--- config.mk ---
export PLATFORM = sky130hd
export DESIGN_NAME = ds3502_wiper_ramp
export DESIGN_NICKNAME = d
export VERILOG_FILES = /design/src/rtl/ds3502_pkg.sv /design/src/rtl/ds3502_step_calc.sv /design/src/rtl/ds3502_wiper_ramp.sv
export SDC_FILE = /design/constraint.sdc
export NUM_CORES = 1
export LEC_CHECK = 0
export BUFFER_PORTS_ARGS = -buffer_cell sky130_fd_sc_hd__clkbuf_2
export CAP_MARGIN = 30
export CORE_MARGIN = 3
export CORE_UTILIZATION = 45
export CTS_BUF_LIST = sky130_fd_sc_hd__clkbuf_4 sky130_fd_sc_hd__clkbuf_8
export CTS_CLUSTER_DIAMETER = 100
export DETAILED_ROUTE_END_ITERATION = 8
export PLACE_DENSITY_LB_ADDON = 0.05
export SYNTH_ARGS = -nofsm -noshare
export SYNTH_HDL_FRONTEND = slang
export SYNTH_HIERARCHICAL = 1
export SYNTH_SLANG_ARGS = --single-unit
--- constraint.sdc ---
create_clock -name clk -period 7.9 [get_ports clk]
set_input_delay 1.185 -clock clk [delete_from_list [all_inputs] [get_ports clk]]
set_output_delay 1.185 -clock clk [all_outputs]
set_load 0.01 [all_outputs]
--- src/rtl/ds3502_pkg.sv ---
// Shared types and constants for the DS3502 wiper ramp sequencer.
//   CODE_W               wiper code width (7)
//   WR_W                 writer value width (8, MSB always 0)
//   DS3502_MAX_CODE      highest legal wiper code
//   DEFAULT_*            default ramp parameters
//   ramp_state_e         sequencer FSM states
//   clamp_code()         saturate a code to an upper limit
package ds3502_pkg;

    localparam int unsigned CODE_W               = 7;
    localparam int unsigned WR_W                 = 8;
    localparam int unsigned DS3502_MAX_CODE      = 127;
    localparam int unsigned DEFAULT_STEP         = 8;
    localparam int unsigned DEFAULT_DWELL_CYCLES = 1700;
    localparam int unsigned DEFAULT_INIT_CODE    = 64;

    typedef enum logic [2:0] {
        ST_INIT   = 3'd0,
        ST_IDLE   = 3'd1,
        ST_ISSUE  = 3'd2,
        ST_ACCEPT = 3'd3,
        ST_DONE   = 3'd4,
        ST_DWELL  = 3'd5
    } ramp_state_e;

    // Saturate a requested code to max_code.
    function automatic logic [CODE_W-1:0] clamp_code(input logic [CODE_W-1:0] code,
                                                     input logic [CODE_W-1:0] max_code);
        return (code > max_code) ? max_code : code;
    endfunction

endpackage

--- src/rtl/ds3502_step_calc.sv ---
// Combinational next-step calculator for the wiper ramp.
// Moves cur_code toward target by at most STEP, never overshooting the
// target and never leaving 0..MAX_CODE.
//   cur_code     in   7  last completed wiper code
//   target       in   7  requested (already clamped) code
//   next_code_c  out  7  code for the next write (combinational)
module ds3502_step_calc
    import ds3502_pkg::*;
#(
    parameter int unsigned STEP     = DEFAULT_STEP,
    parameter int unsigned MAX_CODE = DS3502_MAX_CODE
) (
    input  logic [CODE_W-1:0] cur_code,
    input  logic [CODE_W-1:0] target,
    output logic [CODE_W-1:0] next_code_c
);

    localparam int unsigned CALC_W   = CODE_W + 1;
    // Out-of-range steps degrade to a single jump (or a unit step for 0).
    localparam int unsigned STEP_EFF = (STEP > DS3502_MAX_CODE) ? DS3502_MAX_CODE :
                                       (STEP == 0) ? 1 : STEP;
    localparam int unsigned MAX_EFF  = (MAX_CODE > DS3502_MAX_CODE) ? DS3502_MAX_CODE : MAX_CODE;

    logic [CALC_W-1:0] cur_w;
    logic [CALC_W-1:0] tgt_w;
    logic [CALC_W-1:0] diff;
    logic [CALC_W-1:0] next_w;

    // Unsigned 8-bit arithmetic; cur-STEP only taken when cur > target+STEP, so no wrap.
    always_comb begin
        cur_w = {1'b0, cur_code};
        tgt_w = {1'b0, target};
        if (tgt_w >= cur_w) begin
            diff   = tgt_w - cur_w;
            next_w = (diff <= CALC_W'(STEP_EFF)) ? tgt_w : cur_w + CALC_W'(STEP_EFF);
        end else begin
            diff   = cur_w - tgt_w;
            next_w = (diff <= CALC_W'(STEP_EFF)) ? tgt_w : cur_w - CALC_W'(STEP_EFF);
        end
        if (next_w > CALC_W'(MAX_EFF)) begin
            next_w = CALC_W'(MAX_EFF);
        end
        next_code_c = CODE_W'(next_w);
    end

endmodule

--- src/rtl/ds3502_wiper_ramp.sv ---
// DS3502 wiper ramp sequencer: walks the pot toward the latest target in
// bounded steps, one writer transaction per step, with a dwell between writes.
// Optional busy watchdog enabled by defining DS3502_RAMP_TIMEOUT_EN.
//   clk          in   1  system clock
//   rst          in   1  asynchronous active-high reset
//   tgt_valid    in   1  new target present
//   tgt_code     in   7  requested wiper code
//   tgt_ready    out  1  target accepted this cycle (all states but INIT)
//   wr_load      out  1  single-cycle load strobe to the writer
//   wr_value     out  8  {1'b0, step_code}, held from load until busy falls
//   wr_busy      in   1  writer busy flag
//   cur_code     out  7  last code whose write completed
//   at_target    out  1  idle with cur_code == target
//   ramp_busy    out  1  FSM not idle
//   err_timeout  out  1  sticky watchdog flag (DS3502_RAMP_TIMEOUT_EN only)
module ds3502_wiper_ramp
    import ds3502_pkg::*;
#(
    parameter int unsigned STEP           = DEFAULT_STEP,
    parameter int unsigned DWELL_CYCLES   = DEFAULT_DWELL_CYCLES,
    parameter int unsigned INIT_CODE      = DEFAULT_INIT_CODE,
    parameter int unsigned MAX_CODE       = DS3502_MAX_CODE
`ifdef DS3502_RAMP_TIMEOUT_EN
    ,
    parameter int unsigned TIMEOUT_CYCLES = 65535
`endif
) (
    input  logic              clk,
    input  logic              rst,
    input  logic              tgt_valid,
    input  logic [CODE_W-1:0] tgt_code,
    output logic              tgt_ready,
    output logic              wr_load,
    output logic [WR_W-1:0]   wr_value,
    input  logic              wr_busy,
    output logic [CODE_W-1:0] cur_code,
    output logic              at_target,
    output logic              ramp_busy
`ifdef DS3502_RAMP_TIMEOUT_EN
    ,
    output logic              err_timeout
`endif
);

    localparam int unsigned MAX_EFF   = (MAX_CODE > DS3502_MAX_CODE) ? DS3502_MAX_CODE : MAX_CODE;
    localparam int unsigned INIT_EFF  = (INIT_CODE > MAX_EFF) ? MAX_EFF : INIT_CODE;
    localparam int unsigned DWELL_EFF = (DWELL_CYCLES == 0) ? 1 : DWELL_CYCLES;
    localparam int unsigned DWELL_W   = (DWELL_EFF > 1) ? $clog2(DWELL_EFF) : 1;

    localparam logic [CODE_W-1:0]  MAX_V      = CODE_W'(MAX_EFF);
    localparam logic [CODE_W-1:0]  INIT_V     = CODE_W'(INIT_EFF);
    localparam logic [DWELL_W-1:0] DWELL_LAST = DWELL_W'(DWELL_EFF - 1);

`ifdef DS3502_RAMP_TIMEOUT_EN
    localparam int unsigned WD_EFF  = (TIMEOUT_CYCLES == 0) ? 1 : TIMEOUT_CYCLES;
    localparam int unsigned WD_W    = (WD_EFF > 1) ? $clog2(WD_EFF) : 1;
    localparam logic [WD_W-1:0] WD_LAST = WD_W'(WD_EFF - 1);

    logic [WD_W-1:0] wd_cnt, wd_cnt_d;
    logic            err_timeout_d;
`endif

    ramp_state_e        state, state_d;
    logic [CODE_W-1:0]  target, target_d;
    logic [CODE_W-1:0]  cur_code_d;
    logic [CODE_W-1:0]  step_code, step_code_d;
    logic [DWELL_W-1:0] dwell_cnt, dwell_cnt_d;
    logic               wr_load_d;
    logic [WR_W-1:0]    wr_value_d;
    logic               tgt_ready_d;
    logic               at_target_d;
    logic               ramp_busy_d;
    logic [CODE_W-1:0]  next_code_c;

    // Next wiper code toward the current target.
    ds3502_step_calc #(
        .STEP     (STEP),
        .MAX_CODE (MAX_EFF)
    ) u_step_calc (
        .cur_code    (cur_code),
        .target      (target),
        .next_code_c (next_code_c)
    );

    // State and registered outputs.
    always_ff @(posedge clk or posedge rst) begin
        if (rst) begin
            state       <= ST_INIT;
            target      <= INIT_V;
            cur_code    <= INIT_V;
            step_code   <= INIT_V;
            dwell_cnt   <= '0;
            wr_load     <= 1'b0;
            wr_value    <= '0;
            tgt_ready   <= 1'b0;
            at_target   <= 1'b0;
            ramp_busy   <= 1'b1;
`ifdef DS3502_RAMP_TIMEOUT_EN
            wd_cnt      <= '0;
            err_timeout <= 1'b0;
`endif
        end else begin
            state       <= state_d;
            target      <= target_d;
            cur_code    <= cur_code_d;
            step_code   <= step_code_d;
            dwell_cnt   <= dwell_cnt_d;
            wr_load     <= wr_load_d;
            wr_value    <= wr_value_d;
            tgt_ready   <= tgt_ready_d;
            at_target   <= at_target_d;
            ramp_busy   <= ramp_busy_d;
`ifdef DS3502_RAMP_TIMEOUT_EN
            wd_cnt      <= wd_cnt_d;
            err_timeout <= err_timeout_d;
`endif
        end
    end

    // Next-state and next-output logic.
    always_comb begin
        state_d     = state;
        target_d    = target;
        cur_code_d  = cur_code;
        step_code_d = step_code;
        dwell_cnt_d = dwell_cnt;
        wr_load_d   = 1'b0;
        wr_value_d  = wr_value;
`ifdef DS3502_RAMP_TIMEOUT_EN
        wd_cnt_d      = wd_cnt;
        err_timeout_d = err_timeout;
`endif

        // Latest target wins; nothing is queued.
        if (tgt_valid && tgt_ready) begin
            target_d = clamp_code(tgt_code, MAX_V);
        end

        case (state)
            ST_INIT: begin
                // Writer holds busy through its own reset; wait it out.
                step_code_d = INIT_V;
                if (!wr_busy) begin
                    state_d = ST_ISSUE;
                end
            end
            ST_IDLE: begin
                if (target != cur_code) begin
                    step_code_d = next_code_c;
                    state_d     = ST_ISSUE;
                end
            end
            ST_ISSUE: begin
                if (!wr_busy) begin
                    wr_load_d  = 1'b1;
                    wr_value_d = {1'b0, step_code};
                    state_d    = ST_ACCEPT;
`ifdef DS3502_RAMP_TIMEOUT_EN
                    wd_cnt_d   = '0;
`endif
                end
            end
            ST_ACCEPT: begin
                if (wr_busy) begin
                    state_d = ST_DONE;
`ifdef DS3502_RAMP_TIMEOUT_EN
                    wd_cnt_d = '0;
                end else if (wd_cnt == WD_LAST) begin
                    // Writer never took the load; retry from IDLE.
                    err_timeout_d = 1'b1;
                    state_d       = ST_IDLE;
                end else begin
                    wd_cnt_d = wd_cnt + WD_W'(1);
`endif
                end
            end
            ST_DONE: begin
                if (!wr_busy) begin
                    cur_code_d  = step_code;
                    dwell_cnt_d = '0;
                    state_d     = ST_DWELL;
`ifdef DS3502_RAMP_TIMEOUT_EN
                end else if (wd_cnt == WD_LAST) begin
                    err_timeout_d = 1'b1;
                    state_d       = ST_IDLE;
                end else begin
                    wd_cnt_d = wd_cnt + WD_W'(1);
`endif
                end
            end
            ST_DWELL: begin
                if (dwell_cnt == DWELL_LAST) begin
                    state_d = ST_IDLE;
                end else begin
                    dwell_cnt_d = dwell_cnt + DWELL_W'(1);
                end
            end
            default: begin
                state_d = ST_INIT;
            end
        endcase

        // Status flags track the state being entered so they line up with it.
        tgt_ready_d = (state_d != ST_INIT);
        ramp_busy_d = (state_d != ST_IDLE);
        at_target_d = (state_d == ST_IDLE) && (target_d == cur_code_d);
    end

endmodule

==> run_results.csv, run 1 <==
group,metric,value,unit
status,status,"finished, final reports clean",
setup_path,critPathTopFamily,"compound AO/OA/AOI/OAI gates",
sta,setup_viol,0,
global_route,grt_max_degree,41,
die,start_util,46.7,%
setup_path,critPathSlowestCell,"dfrtp_1",
pwr,irDropWorstVdd,0.000140,V
layout,seq_area,1160,sq um
synth,synthesis.nets,336,
setup_path,crit_required,8.09,ns
clocking,cts_resized,0,
placement,hpwl,5310,microns
pwr,intPower,684,uW
route,vias,2391,
route,postRouteAntennaNets,0,
sta,tightest_slew,0.698,ns
setup_path,cp-start-kind,"flop",
pwr,p_leak,0.00161,uW
setup_path,slowest_delay,0.58,ns
global_route,grt_pass1_vias,2226,
pwr,combinationalPowerShare,56.6,%
layout,num_antenna_cells,0,
synth,syn_area_per_cell,10.4,sq um
min_path,hp-class,"reg -> reg",
die,die_width,90.2,microns
synth,async_flop_share,100,%
pwr,swShare,45.7,%
clocking,clk_pin_slew_worst_paths,0.09,ns
layout,syn2layout_area_growth,9.52,%
sta,finClkSkew,0.0168,ns
synth,synth.yosys.seq_area_share,36.2,%
synth,ys_types,67,
synth,synth_area,3190,sq um
setup_path,crit_chain,"inv_1, ha_1, and4_1, o21a_1, nor4_1, o211ai_4, o311ai_2, o22a_4, o311ai_1, and3_1, mux2_2",
synth,synth_ff_type,"dfrtp_1",
flow_run,max-cap-violations,0,
pwr,p_seq_share,31.9,%
clocking,clock_latency,0.31,ns
synth,ys_seq_elements,46,
route,wl,7050,microns
sta,rsz0062_at_grt,"false",
clocking,cts_buffers,5,
route,wl_per_cell,16.3,microns
route,dr.first_iter.drc_count,189,
clocking,cts_tree,"done",
layout,multi_input_area,1860,sq um
sta,slew_violations,0,
clocking,cts_sinks,46,
pwr,power_density,360,nW/um^2
sta,slew_headroom,53.2,%
sta,fin_crit_sh,42.7,%
placement,pre_cts_ws,4.50,ns
sta,setup_slack,4.53,ns
setup_path,crit_type,"reg -> reg",
die,num_rows,30,
die,io_pins,30,
route,dr.pass1.iters,6,
setup_path,path_max_fanout,12,
pwr,power.share.clock,11.5,%
pwr,p_switching,576,uW
synth,syn_inst,308,
placement,place_area,3410,sq um
layout,final_util,51.2,%
die,die_area,8140,sq um
global_route,antenna_found_initial,0,
synth,synth_warnings,6,
die,core,6830,sq um
placement,portBuffers,28,
route,viasPerCell,5.52,
global_route,grt.overflow.total,0,
clocking,holdBufCountCts,0,
setup_path,path_buf_inv,1,
sta,tns,0,ns
clocking,cts-root-buf,"clkbuf_8",
layout,fin_area,3500,sq um
setup_path,cp-end-kind,"flop",
clocking,htreeDepth,2,
die,die_y,90.2,microns
setup_path,arrival,3.56,ns
route,post-route-drc-count,0,
sta,min_period,3.37,ns
global_route,grt_usage,17.7,%
synth,synth_edf_count,0,
clocking,cts_setup_buffers,0,
global_route,grt_pass1_wl,11700,microns
placement,gp_congestion,0.910,
sta,hold_violations,0,
clocking,clockBufferDepth,2,
layout,fill_cells,679,
sta,max_freq,0.297,GHz
layout,drive_gt1_share,27.9,%
pwr,fin_total_pwr,1260,uW
layout,fin_nets,364,
-- power groups by stage --
stage	clock [uW]	sequential, uW	combinational, uW
final	145	402	714
after global routing	160	414	782
after CTS	151	402	709
after detailed placement	0	406	704
after global placement	0	403	703
after floorplan	0	378	580
-- cells in the final DEF (no fill, tap or decap), types with 6 or more instances in the layout --
cell type	netlist	layout
dfrtp_1	42	42
mux2_2	28	28
clkbuf_2	0	28
inv_1	27	26
nor2_1	18	18
o21ai_0	18	18
ha_1	17	17
xor2_1	16	16
nand2_1	13	13
nor3_1	8	8
and3_1	7	7
o21a_1	7	7
a21oi_1	6	6
-- path summary, 6_finish.rpt --
path / start / to / slack, ns / depth (start not counted)
max in group asynchronous: rst / ramp_busy$_DFF_PP1_ / 6.66 / 3
hold / removal: wr_value[1]$_DFFE_PP0P_ / wr_value[1]$_DFFE_PP0P_ / 0.51 / 1
setup reg to reg: cur_code[3]$_DFF_PP0_ / step_code[3]$_DFFE_PP0P_ / 4.53 / 11
min in group asynchronous: rst / wr_value[4]$_DFFE_PP0P_ / 0.75 / 2
setup / recovery: cur_code[3]$_DFF_PP0_ / step_code[3]$_DFFE_PP0P_ / 4.53 / 11
hold reg to reg: wr_value[1]$_DFFE_PP0P_ / wr_value[1]$_DFFE_PP0P_ / 0.51 / 1
-- final cells by class --
class | count | area share (%)
clock inverter | 3 | 0.537
multi-input combinational | 226 | 53.3
sequential | 46 | 33.1
inverter | 27 | 2.90
timing repair buffer | 30 | 4.79
tap | 96 | 3.43
clock buffer | 5 | 1.97
-- kinds of logic after synthesis --
kind of cell | Yosys count | share of synthesized area, %
buffers and inverters | 36 | 5.41
flip-flops | 46 | 36.2
XOR/XNOR | 26 | 8.31
AND/OR/NAND/NOR | 81 | 15.0
adder cells (fa/ha/maj) | 17 | 6.66
AO/OA/AOI/OAI | 72 | 18.0
multiplexers | 29 | 10.3
other | 1 | 0.117
-- routing by layer --
layer / vias to the layer above / global-route usage (%) / wire (microns)
met2: 82 / 24.8 / 2960
met3: 10 / 2.93 / 412
met5: - / 0 / 0
li1: 1173 / - / -
met4: 0 / 6.76 / 101
met1: 1126 / 27.2 / 3580
-- state kept, by name (all words and copies together) (netlist names) --
name,flops
at_target,1
cur_code,7
dwell_cnt,11
ramp_busy,1
state,3
step_code,7
target,7
tgt_ready,1
wr_load,1
wr_value,7
-- cell usage after synthesis (3+ instances only) --
cell / number / area share (%)
buf_6: 3 / 1.1
ha_1: 17 / 6.7
o21a_1: 7 / 1.6
nand2_1: 13 / 1.5
inv_1: 27 / 3.2
nor4_1: 4 / 0.78
nand4_1: 5 / 0.98
or3_1: 3 / 0.59
xor2_1: 16 / 4.4
dfstp_2: 4 / 3.3
xnor2_1: 5 / 1.4
nor3_1: 8 / 1.3
nand3_1: 5 / 0.78
o311ai_1: 5 / 1.4
xor2_2: 4 / 2.0
mux2_2: 28 / 9.9
a21oi_1: 6 / 0.94
nor2_1: 18 / 2.1
o31ai_1: 3 / 0.71
dfrtp_1: 42 / 33
o21ai_0: 18 / 2.8
and2_1: 3 / 0.59
and3_1: 7 / 1.4
buf_4: 4 / 0.94
-- per-stage QoR --
step / std cells / hold WS, ns
finish: 433 / 0.514
global route: 433 / 0.539
CTS: 433 / 0.518
detailed placement: 425 / 0.497
global placement: 424 / 0.492
floorplan: 308 / 0.475
-- worst register-to-register path: cells and delay by family (launching register included) --
| family | cells | cell delay (ns) |
|---|---|---|
| and+or+nand+nor | 3 | 0.82 |
| adders and majority gates | 1 | 0.47 |
| muxes | 1 | 0.25 |
| buffers and inverters | 1 | 0.15 |
| DFF | 1 | 0.58 |
| AOI/OAI and AO/OA | 5 | 1.02 |
(Power assumes the default switching activity.)
==> inputs of run 2 (changes only) <==
- clock period: 7.9 -> 3.3 ns (I/O delays scaled with it)
==> run_results.csv, run 2 (synthesis results as in run 1) <==
group,metric,value,unit
status,status,"finished, final reports clean",
global_route,grt_usage,18.5,%
layout,num_antenna_cells,0,
global_route,grt_pass1_vias,2308,
clocking,cts_sinks,46,
die,io_pins,30,
sta,hold_violations,0,
die,die_area,8140,sq um
setup_path,cp-end-kind,"flop",
route,wl_met1,3760,microns
global_route,antenna_found_initial,0,
setup_path,critPathSlowestCell,"dfrtp_1",
sta,slew_headroom,52.8,%
clocking,cts_tree,"done",
route,vias,2427,
sta,min_period,3.12,ns
clocking,clock_latency,0.30,ns
sta,max_freq,0.321,GHz
setup_path,arrival,3.30,ns
sta,finClkSkew,0.0169,ns
die,die_y,90.2,microns
clocking,cts_setup_buffers,0,
setup_path,cp-start-kind,"flop",
layout,final_cell_mix,"42 x dfrtp_1, 28 x mux2_2, 28 x clkbuf_2",
global_route,grt.overflow.total,0,
layout,drive_gt1_share,30.5,%
layout,largest_reg_flops,11,
min_path,hp-class,"in -> async",
layout,fin_nets,375,
route,post-route-drc-count,0,
sta,setup_slack,0.181,ns
flow_run,max-cap-violations,0,
setup_path,crit_required,3.48,ns
setup_path,crit_chain,"inv_1, ha_1, nor2b_4, o21a_1, or3_1, a32o_2, o311ai_2, o22a_4, o311ai_1, and3_1, mux2_2",
global_route,grt_pass1_wl,12000,microns
route,viasPerCell,5.47,
placement,pre_cts_ws,0.196,ns
clocking,htreeDepth,2,
layout,fill_cells,678,
clocking,cts-root-buf,"clkbuf_8",
layout,syn2layout_area_growth,13.8,%
clocking,cts_buffers,5,
die,start_util,46.7,%
route,wl,7360,microns
placement,gp_congestion,0.933,
placement,hpwl,5660,microns
clocking,clk_pin_slew_worst_paths,0.10,ns
sta,rsz0062_at_grt,"false",
route,top_layer,"met4",
setup_path,path_max_fanout,7,
sta,slew_violations,0,
sta,fin_crit_sh,94.5,%
placement,portBuffers,28,
global_route,grt_max_degree,31,
die,die_width,90.2,microns
layout,final_common_cell,"dfrtp_1",
route,dr.pass1.iters,4,
sta,setup_viol,0,
setup_path,slowest_delay,0.42,ns
die,num_rows,30,
route,dr.first_iter.drc_count,89,
route,wl_met2,3290,microns
route,wl_per_cell,16.6,microns
sta,tightest_slew,0.704,ns
clocking,holdBufCountCts,0,
clocking,clockBufferDepth,2,
pwr,irDropWorstVdd,0.000322,V
pwr,p_leak,0.00168,uW
route,met3_length,254,microns
sta,tns,0,ns
die,core,6830,sq um
layout,top_register,"dwell_cnt",
pwr,power_density,892,nW/um^2
route,postRouteAntennaNets,0,
clocking,cts_resized,0,
setup_path,crit_type,"reg -> reg",
## run 2: cell count changes in the layout (fill, tap and decap cells not counted), sizes merged
cell    delta
inv        -1
clkinv     -1
bufinv     +2
buf       +11
## run 2: critical path, delay by kind of cell (launching register included)
kind	cells	cell delay [ns]
AOI/OAI and AO/OA	5	1.26
and+or+nand+nor	3	0.64
DFF	1	0.42
adders and majority gates	1	0.35
muxes	1	0.25
buffers and inverters	1	0.10
## run 2: stage by stage
stage	instance area, sq um	instances	util (%)	total power [uW]	hold WS, ns
floorplan	3190	308	-	2290	0.475
global placement	3470	435	50.8	2720	0.492
detailed placement	3490	436	51.1	2720	0.497
CTS	3630	444	53.1	3240	0.156
global route	3630	444	53.2	3480	0.176
finish	3630	444	53.2	3240	0.151
## run 2: final timing paths
kind                                          from                        to  slack (ns)  cells past startpoint
setup / recovery             cur_code[1]$_DFF_PP0_  step_code[1]$_DFFE_PP0P_        0.18                     11
hold / removal                                 rst     cur_code[5]$_DFF_PP0_        0.15                      2
setup reg to reg             cur_code[1]$_DFF_PP0_  step_code[1]$_DFFE_PP0P_        0.18                     11
hold reg to reg            wr_value[3]$_DFFE_PP0P_   wr_value[3]$_DFFE_PP0P_        0.51                      1
max in group asynchronous                      rst  step_code[6]$_DFFE_PP1P_        2.59                      3
min in group clk                       tgt_code[5]       target[5]$_DFF_PP0_        0.45                      2
## run 2: power breakdown
part / switching (uW) / internal (uW) / total, uW
clock network: 203 / 304 / 506
logic: 1030 / 811 / 1840
registers: 162 / 733 / 895
## run 2: layout make-up
cell class	instances	area [sq um]	share of cell area [%]
multi-input cells	226	1870	51.4
flip-flops and latches	46	1160	31.8
repair buffers	41	250	6.88
well taps	96	120	3.30
inverters	27	101	2.79
clock buffers	5	68.8	1.89
clock inverters	3	68.8	1.89
## run 2: layer usage
| metal | GRT usage, % | vias to the layer above |
|---|---|---|
| li1 | - | 1187 |
| met1 | 27.8 | 1184 |
| met2 | 27.9 | 51 |
| met3 | 3.43 | 5 |
| met4 | 3.44 | 0 |
| met5 | 0 | - |
==> inputs of run 3 (changes only) <==
- RECOVER_POWER: unset -> 25
==> run_results.csv, run 3 (synthesis results as in run 1) <==
group,metric,value,unit
route,dr.first_iter.drc_count,89,
die,core,6830,sq um
clocking,cts_resized,0,
global_route,grt_pass1_wl,12000,microns
setup_path,slowest_delay,0.42,ns
pwr,p_leak,0.00168,uW
pwr,p_switching,1390,uW
pwr,irDropWorstVdd,0.000322,V
status,violations,"max-capacitance violations, max-slew violations",
layout,final_common_cell,"dfrtp_1",
sta,max_freq,0.321,GHz
clocking,clk_pin_slew_worst_paths,0.10,ns
clocking,cts-root-buf,"clkbuf_8",
pwr,combinationalPowerShare,56.7,%
pwr,swShare,43.0,%
sta,setup_slack,0.183,ns
sta,slew_violations,31,
layout,seq_area,1160,sq um
layout,final_util,53.0,%
die,io_pins,30,
route,dr.pass1.iters,4,
route,wl_met2,3290,microns
die,die_y,90.2,microns
global_route,grt_max_degree,31,
setup_path,path_max_fanout,7,
min_path,hp-class,"in -> async",
flow_run,max-cap-violations,1,
route,met3_length,282,microns
layout,drive_gt1_share,29.9,%
clocking,holdBufCountCts,0,
placement,gp_congestion,0.933,
setup_path,crit_type,"reg -> reg",
clocking,cts_setup_buffers,0,
route,top_layer,"met4",
status,status,"complete, but fails checks",
global_route,grt_pass1_vias,2308,
setup_path,critPathSlowestCell,"dfrtp_1",
layout,final_cell_mix,"42 x dfrtp_1, 28 x mux2_2, 28 x clkbuf_2",
pwr,power.share.clock,15.6,%
placement,pre_cts_ws,0.196,ns
clocking,clockBufferDepth,2,
setup_path,arrival,3.30,ns
route,postRouteAntennaNets,0,
layout,multi_input_area,1870,sq um
setup_path,rrSetupSlack,0.18,ns
die,start_util,46.7,%
placement,portBuffers,28,
setup_path,crit_chain,"inv_1, ha_1, nor2b_4, o21a_1, or3_1, a32o_2, o311ai_2, o22a_4, o311ai_1, and3_1, mux2_2",
sta,tightest_slew,1.59,ns
clocking,cts_sinks,46,
pwr,p_seq_share,27.6,%
layout,fin_nets,375,
sta,rsz0062_at_grt,"false",
clocking,htreeDepth,2,
global_route,grt.overflow.total,0,
setup_path,crit_required,3.48,ns
sta,fin_crit_sh,94.4,%
route,wl,7360,microns
route,viasPerCell,5.49,
layout,top_register,"dwell_cnt",
die,num_rows,30,
die,die_width,90.2,microns
clocking,cts_buffers,5,
placement,hpwl,5660,microns
pwr,intPower,1850,uW
sta,slew_headroom,-6.21,%
route,wl_per_cell,16.6,microns
global_route,grt_usage,18.5,%
sta,min_period,3.12,ns
sta,hold_violations,0,
clocking,clock_latency,0.30,ns
route,wl_met1,3730,microns
setup_path,cp-end-kind,"flop",
route,vias,2437,
route,post-route-drc-count,0,
global_route,antenna_found_initial,0,
layout,fill_cells,681,
sta,tns,0,ns
layout,syn2layout_area_growth,13.3,%
layout,largest_reg_flops,11,
setup_path,cp-start-kind,"flop",
pwr,power_density,895,nW/um^2
clocking,cts_tree,"done",
sta,setup_viol,0,
layout,num_antenna_cells,0,
die,die_area,8140,sq um
sta,finClkSkew,0.0169,ns
[run 3: cell count changes in the layout (fill, tap and decap cells not counted), sizes merged]
cell | before | now
buf | 13 | 12
clkbuf | 33 | 34
[run 3: per-stage QoR]
stage	power, uW	cells	area (sq um)	hold WS [ns]
finish	3240	444	3620	0.257
global route	3480	444	3620	0.315
CTS	3240	444	3630	0.156
detailed placement	2720	436	3490	0.497
global placement	2720	435	3470	0.492
floorplan	2290	308	3190	0.475
[run 3: worst paths after layout]
check                                           end                    start  depth (start not counted)
min                           cur_code[5]$_DFF_PP0_                      rst                          2
max in group asynchronous  step_code[1]$_DFFE_PP0P_                      rst                          3
max                        step_code[1]$_DFFE_PP0P_    cur_code[1]$_DFF_PP0_                         11
min reg2reg                 wr_value[3]$_DFFE_PP0P_  wr_value[3]$_DFFE_PP0P_                          1
min in group clk                target[5]$_DFF_PP0_              tgt_code[5]                          2
max reg2reg                step_code[1]$_DFFE_PP0P_    cur_code[1]$_DFF_PP0_                         11
[run 3: routing by layer]
layer,up-vias,GRT usage (%)
met3,7,3.43
met5,-,0
met4,0,3.44
met1,1185,27.8
li1,1187,-
met2,58,27.9
[run 3: cell type report]
cell class | instances | area share (%)
repair buffers | 41 | 6.47
inverters | 27 | 2.80
multi-input cells | 226 | 51.7
clock inverters | 3 | 1.90
well taps | 96 | 3.32
clock buffers | 5 | 1.90
flip-flops and latches | 46 | 32.0
[run 3: power groups by stage]
stage | Sequential, uW | Clock (uW) | Combinational, uW
floorplan | 904 | 0 | 1390
global placement | 903 | 0 | 1810
detailed placement | 909 | 0 | 1810
CTS | 899 | 522 | 1820
global route | 927 | 543 | 2010
finish | 895 | 506 | 1840
[run 3: critical path, delay by kind of cell (launching register included)]
family	cells	cell delay (ns)
adders and majority gates	1	0.35
muxes	1	0.25
buffers and inverters	1	0.10
and+or+nand+nor	3	0.64
AOI/OAI and AO/OA	5	1.24
DFF	1	0.42
